==> src/rtl/crc_stream_engine_if.sv <==
// Handshake bundle between a word source and crc_stream_engine.
// CRC_STREAM_CHK_EN adds the expected-CRC input and the mismatch flag.
interface crc_stream_engine_if #(
  parameter int DATA_W = 16,
  parameter int CRC_W  = 8
);
  logic              in_vld;
  logic              in_rdy;
  logic [DATA_W-1:0] in_data;
  logic              in_last;
  logic              crc_vld;
  logic [CRC_W-1:0]  crc_out;
  logic              busy;
`ifdef CRC_STREAM_CHK_EN
  logic [CRC_W-1:0]  crc_exp;
  logic              crc_err;

  modport master (
    output in_vld, in_data, in_last, crc_exp,
    input  in_rdy, crc_vld, crc_out, busy, crc_err
  );
  modport slave (
    input  in_vld, in_data, in_last, crc_exp,
    output in_rdy, crc_vld, crc_out, busy, crc_err
  );
`else
  modport master (
    output in_vld, in_data, in_last,
    input  in_rdy, crc_vld, crc_out, busy
  );
  modport slave (
    input  in_vld, in_data, in_last,
    output in_rdy, crc_vld, crc_out, busy
  );
`endif
endinterface

==> src/rtl/crc_stream_engine.sv <==
// Streamed CRC engine folding CHUNK_W message bits per clock, MSB first.
// Define CRC_STREAM_CHK_EN to add the crc_exp compare and the crc_err flag.
//
// state   | meaning
// ST_IDLE | ready; an accepted word's top chunk folds on the accept edge
// ST_RUN  | folding the remaining chunks of the held word, in_rdy low
module crc_stream_engine #(
  parameter int               CRC_W   = 8,
  parameter logic [CRC_W-1:0] POLY    = 8'h2F,
  parameter logic [CRC_W-1:0] INIT    = 8'hFF,
  parameter int               DATA_W  = 16,
  parameter int               CHUNK_W = 16
) (
  input logic             clk_i,
  input logic             rst_n_i,
  input logic             clr_i,
  crc_stream_engine_if.slave bus
);
  localparam int NCHUNK = DATA_W / CHUNK_W;
  localparam int CNT_W  = (NCHUNK > 1) ? $clog2(NCHUNK) : 1;
  localparam logic [CNT_W-1:0] CNT_LAST = CNT_W'(NCHUNK - 1);

  typedef enum logic {ST_IDLE, ST_RUN} st_t;

  st_t               st_q, st_d;
  logic [CNT_W-1:0]  cnt_q, cnt_d;
  logic [CRC_W-1:0]  crc_q, crc_d;
  logic [DATA_W-1:0] data_q, data_d;
  logic              last_q, last_d;
  logic [CRC_W-1:0]  crc_out_q, crc_out_d;
  logic              crc_vld_q, crc_vld_d;
  logic              busy_q, busy_d;
`ifdef CRC_STREAM_CHK_EN
  logic [CRC_W-1:0]  exp_q, exp_d;
  logic              err_q, err_d;
`endif

  logic              rdy, accept, step, final_chunk, fin_last;
  logic [CHUNK_W-1:0] chunk;
  logic [CRC_W-1:0]  folded;

  function automatic logic [CRC_W-1:0] fold(input logic [CRC_W-1:0] crc,
                                            input logic [CHUNK_W-1:0] bits);
    logic [CRC_W-1:0] c;
    logic             fb;
    c = crc;
    for (int i = CHUNK_W - 1; i >= 0; i--) begin
      fb = c[CRC_W-1] ^ bits[i];
      c  = {c[CRC_W-2:0], 1'b0} ^ (fb ? POLY : '0);
    end
    return c;
  endfunction

  always_ff @(posedge clk_i or negedge rst_n_i) begin
    if (!rst_n_i) st_q <= ST_IDLE;
    else          st_q <= st_d;
  end

  always_comb begin
    st_d = st_q;
    if (clr_i) begin
      st_d = ST_IDLE;
    end else begin
      case (st_q)
        ST_IDLE: if (accept && NCHUNK > 1) st_d = ST_RUN;
        ST_RUN:  if (cnt_q == CNT_W'(1))   st_d = ST_IDLE;
        default: st_d = ST_IDLE;
      endcase
    end
  end

  always_comb begin
    rdy          = (st_q == ST_IDLE);
    bus.in_rdy   = rdy;
    bus.crc_vld  = crc_vld_q;
    bus.crc_out  = crc_out_q;
    bus.busy     = busy_q;
`ifdef CRC_STREAM_CHK_EN
    bus.crc_err  = err_q;
`endif
  end

  assign accept      = bus.in_vld && rdy;
  assign step        = accept || (st_q == ST_RUN);
  assign chunk       = rdy ? bus.in_data[DATA_W-1 -: CHUNK_W] : data_q[DATA_W-1 -: CHUNK_W];
  assign folded      = fold(crc_q, chunk);
  assign final_chunk = rdy ? (NCHUNK == 1) : (cnt_q == CNT_W'(1));
  assign fin_last    = rdy ? bus.in_last : last_q;

  always_comb begin
    crc_d     = crc_q;
    cnt_d     = cnt_q;
    data_d    = data_q;
    last_d    = last_q;
    crc_out_d = crc_out_q;
    crc_vld_d = 1'b0;
    busy_d    = busy_q;
`ifdef CRC_STREAM_CHK_EN
    exp_d     = exp_q;
    err_d     = err_q;
`endif
    if (clr_i) begin
      // abort wins even over a completing chunk: no strobe, crc_out kept
      crc_d  = INIT;
      cnt_d  = '0;
      busy_d = 1'b0;
`ifdef CRC_STREAM_CHK_EN
      err_d  = 1'b0;
`endif
    end else if (step) begin
      if (rdy) begin
        data_d = bus.in_data << CHUNK_W;
        last_d = bus.in_last;
        cnt_d  = CNT_LAST;
`ifdef CRC_STREAM_CHK_EN
        exp_d  = bus.crc_exp;
`endif
      end else begin
        data_d = data_q << CHUNK_W;
        cnt_d  = cnt_q - CNT_W'(1);
      end
      if (final_chunk && fin_last) begin
        crc_out_d = folded;
        crc_vld_d = 1'b1;
        crc_d     = INIT;
        busy_d    = 1'b0;
`ifdef CRC_STREAM_CHK_EN
        err_d     = (folded != (rdy ? bus.crc_exp : exp_q));
`endif
      end else begin
        crc_d  = folded;
        busy_d = 1'b1;
      end
    end
  end

  always_ff @(posedge clk_i or negedge rst_n_i) begin
    if (!rst_n_i) begin
      cnt_q     <= '0;
      crc_q     <= INIT;
      data_q    <= '0;
      last_q    <= 1'b0;
      crc_out_q <= '0;
      crc_vld_q <= 1'b0;
      busy_q    <= 1'b0;
`ifdef CRC_STREAM_CHK_EN
      exp_q     <= '0;
      err_q     <= 1'b0;
`endif
    end else begin
      cnt_q     <= cnt_d;
      crc_q     <= crc_d;
      data_q    <= data_d;
      last_q    <= last_d;
      crc_out_q <= crc_out_d;
      crc_vld_q <= crc_vld_d;
      busy_q    <= busy_d;
`ifdef CRC_STREAM_CHK_EN
      exp_q     <= exp_d;
      err_q     <= err_d;
`endif
    end
  end
endmodule

==> src/flat_wrapper.sv <==
// flat-port wrapper written by rule: the top's interface ports become plain ports
module crc_stream_engine_flat 
#(
  parameter int               CRC_W   = 8,
  parameter logic [CRC_W-1:0] POLY    = 8'h2F,
  parameter logic [CRC_W-1:0] INIT    = 8'hFF,
  parameter int               DATA_W  = 16,
  parameter int               CHUNK_W = 16
)
  (clk_i, rst_n_i, clr_i, bus_in_vld, bus_in_data, bus_in_last, bus_in_rdy, bus_crc_vld, bus_crc_out, bus_busy);
  crc_stream_engine_if #(.DATA_W(DATA_W), .CRC_W(CRC_W)) bus_i ();
  input logic clk_i;
  input logic rst_n_i;
  input logic clr_i;
  input wire logic [$bits(bus_i.in_vld)-1:0] bus_in_vld;
  input wire logic [$bits(bus_i.in_data)-1:0] bus_in_data;
  input wire logic [$bits(bus_i.in_last)-1:0] bus_in_last;
  output wire logic [$bits(bus_i.in_rdy)-1:0] bus_in_rdy;
  output wire logic [$bits(bus_i.crc_vld)-1:0] bus_crc_vld;
  output wire logic [$bits(bus_i.crc_out)-1:0] bus_crc_out;
  output wire logic [$bits(bus_i.busy)-1:0] bus_busy;
  assign bus_i.in_vld = bus_in_vld;
  assign bus_i.in_data = bus_in_data;
  assign bus_i.in_last = bus_in_last;
  assign bus_in_rdy = bus_i.in_rdy;
  assign bus_crc_vld = bus_i.crc_vld;
  assign bus_crc_out = bus_i.crc_out;
  assign bus_busy = bus_i.busy;
  crc_stream_engine #(.CRC_W(CRC_W), .POLY(POLY), .INIT(INIT), .DATA_W(DATA_W), .CHUNK_W(CHUNK_W)) u_core (.clk_i(clk_i), .rst_n_i(rst_n_i), .clr_i(clr_i), .bus(bus_i));
endmodule
==> config.mk <==
export PLATFORM = sky130hd
export DESIGN_NAME = crc_stream_engine_flat
export DESIGN_NICKNAME = d
export VERILOG_FILES = /design/src/rtl/crc_stream_engine_if.sv /design/src/rtl/crc_stream_engine.sv /design/src/flat_wrapper.sv
export SDC_FILE = /design/constraint.sdc
export NUM_CORES = 1
export LEC_CHECK = 0
export CORE_UTILIZATION = 57
export DETAILED_ROUTE_END_ITERATION = 10
export PLACE_DENSITY = 0.86
export SLEW_MARGIN = 40
export SYNTH_ARGS = -nofsm -noshare
export SYNTH_HDL_FRONTEND = slang
export SYNTH_SLANG_ARGS = --single-unit
export TNS_END_PERCENT = 50
==> constraint.sdc <==
create_clock -name clk_i -period 4.8 [get_ports clk_i]
set_clock_uncertainty 0.15 [all_clocks]
set_input_delay 0.96 -clock clk_i [delete_from_list [all_inputs] [get_ports clk_i]]
set_output_delay 0.96 -clock clk_i [all_outputs]
set_load 0.05 [all_outputs]
==> out/results.tsv <==
stage	metric	value	unit
worst_setup_path	crit_type	input pin to flop	
layout	multiInputGateArea	1220	sq um
worst_setup_path	cp_max_fo	4	
cts	cts_max_level	1	
hold_path	holdCritPathClass	flop to flop	
route	drt_wl_total	3294	microns
timing	rsz0062_at_grt	false	
cts	clk_pin_slew	110	ps
route	via_count	1200	
cts	clock-sinks	21	
layout	drive_gt1_frac	0.1250	
grt	grtUsageTotal	0.2228	
worst_setup_path	reg2reg_from	u_core.st_q	
floorplanning	pin_count	32	
cts	cts_resized	0	
worst_setup_path	crit_start	bus_in_data[14]	
synthesis	synth.distinct_cells	28	
synthesis	synth_area	1794	sq um
timing	post-route-period-util	0.7782	
timing	min_period	3735	ps
worst_setup_path	cp-end-kind	flop	
route	drtPass1Iterations	4	
worst_setup_path	r2r_end	u_core.crc_q[1]	
floorplanning	floorplan.die_area	3376	sq um
cts	clockBufferDepth	2	
synthesis	ys_seq_area_frac	0.2985	
timing	relSlewSlack	0.5765	
route	vias_per_cell	5.128	
timing	tns	0	ps
cts	clock_latency	290	ps
layout	final-seq-area	535.5	sq um
cts	cts_buffers	3	
timing	max_freq	267.7	MHz
floorplanning	core	2877	sq um
layout	mostFrequentLayoutCells	xnor2_1, clkdlybuf4s50_1, nor2_1, xnor3_1, dfrtp_1	
worst_setup_path	crit_required	4850	ps
synthesis	synth_top_area_cell	xnor3_1	
worst_setup_path	rrSetupSlack	1660	ps
floorplanning	initial_utilization	0.6237	
layout	nets	214	
synthesis	synthCells	163	
flow_run	cap_violations	0	
synthesis	ys_seq_elements	21	
cts	ctsHoldBuffers	0	
worst_setup_path	endpoint	u_core.crc_q[4]	
synthesis	synth_nets	184	
cts	cts_tree	built	
route	drcViolationCount	0	
worst_setup_path	r2r_cells	7	
floorplanning	die_h	58.11	microns
place	dp_hpwl	2680	microns
grt	grt.overflow.total	0	
timing	hold_viol	0	
synthesis	synthFlopType	dfrtp_1	
place	gp_congestion	0.7903	
layout	final_common_cell	xnor2_1	
cts	post_cts_buffers	0	
synthesis	synth_edf_count	0	
route	antenna_violating_nets_post_route	0	
synthesis	yosys-top-cells-area	xnor3_1, dfrtp_1, xnor2_1	
floorplanning	num_rows	19	
layout	synthToLayoutAreaGrowth	19.73	%
route	wl_per_cell	14.08	microns
grt	grt_pass1_wl	5740	microns
layout	antennaDiodeCount	0	
floorplanning	die_w	58.11	microns
grt	antenna_found_initial	0	
timing	maxSlewViolCount	0	
outcome	status	completed	
worst_setup_path	startpoint_type	input pin	
timing	setup_viol	0	
place	buffer_ports.inserted	31	
grt	grt_pass1_vias	1270	
synthesis	avgSynthCellArea	11.01	sq um
layout	fill_cells	206	
route	dr.first_iter.drc_count	65	
cts	root_buffer	clkbuf_4	
timing	tightest_slew	635.2	ps
worst_setup_path	cp.arrival	3790	ps
synthesis	async_flop_share	1.000	
grt	grt_max_degree	24	
synthesis	synth_warnings	0	
synthesis	yosysTopAreaCellShare	0.1883	
-- logic make-up (layout without fill, tap and decap cells) --
kind of cell | after synthesis | count (layout) | share of synthesized area
and+or+nand+nor | 45 | 45 | 0.1067
muxes | 4 | 4 | 0.02371
buffers and inverters | 8 | 37 | 0.02161
AOI/OAI and AO/OA | 20 | 20 | 0.05997
xor gates and xnor gates | 65 | 65 | 0.4895
DFF | 21 | 21 | 0.2985
-- per-stage QoR --
stage | cells | utilization | instance area, sq um | hold WS [ps] | setup slack [ps]
2_1_floorplan | 163 | - | 1794 | 308.0 | 1529
3_3_place_gp | 230 | 0.7390 | 2126 | 313.6 | 907.2
3_5_place_dp | 230 | 0.7390 | 2126 | 324.7 | 765.5
4_1_cts | 234 | 0.7486 | 2153 | 349.6 | 1074
5_1_grt | 234 | 0.7468 | 2148 | 359.9 | 951.1
6_report | 234 | 0.7468 | 2148 | 343.9 | 1065
-- cell usage after synthesis, types with 3 or more instances --
cell type  instances
a21o_1             3
dfrtp_1           13
dfstp_2            8
nand2_1           11
clkbuf_1           3
nor2_1            23
o21ai_1            8
xor2_1             9
xnor2_2            5
xnor2_1           32
nor2b_1            3
nand3_1            3
xnor3_1           15
a21oi_1            9
-- worst min path at each step --
| stage | slack, ps | cells past startpoint | endpoint | from |
|---|---|---|---|---|
| floorplan | 310 | 1 | u_core.st_q | u_core.cnt_q |
| global placement | 310 | 1 | u_core.bus.busy | u_core.bus.busy |
| detailed placement | 320 | 1 | u_core.bus.busy | u_core.bus.busy |
| CTS | 350 | 1 | u_core.bus.busy | u_core.bus.busy |
| global route | 360 | 1 | u_core.bus.busy | u_core.bus.busy |
| finish | 340 | 1 | u_core.bus.busy | u_core.bus.busy |
-- registers in the layout, summed over array words and instances, names as in the netlist --
name	cells
u_core.bus.busy	1
u_core.bus.crc_out	8
u_core.bus.crc_vld	1
u_core.cnt_q	1
u_core.crc_q	8
u_core.last_q	1
u_core.st_q	1
-- area by class of cell --
class	count	share of cell area
Clock buffer	3	0.01048
Clock inverter	1	0.002330
Inverter	2	0.003494
Multi-Input combinational cell	134	0.5679
Sequential cell	21	0.2493
Tap cell	42	0.02446
Timing Repair Buffer	31	0.1421
-- critical path, cell delays in order --
cell and delay [ps]:
clkdlybuf4s50_1 480, xnor2_1 340, mux2_2 420, xnor2_2 330
xnor3_1 460, xnor3_1 410, xnor2_1 260, a21oi_1 120
-- layer usage --
| layer | vias to the layer above | wire length (microns) | part of all wire | global-route usage |
|---|---|---|---|---|
| li1 | 594 | - | - | - |
| met5 | - | 0 | 0 | 0 |
| met3 | 2 | 107 | 0.032 | 0.01563 |
| met2 | 31 | 1700 | 0.52 | 0.3990 |
| met1 | 573 | 1479 | 0.45 | 0.3019 |
| met4 | 0 | 6 | 0.0018 | 0.04082 |
Power is not shown: default switching activity piles up to over one toggle a cycle in this logic, so the estimate is an artifact.
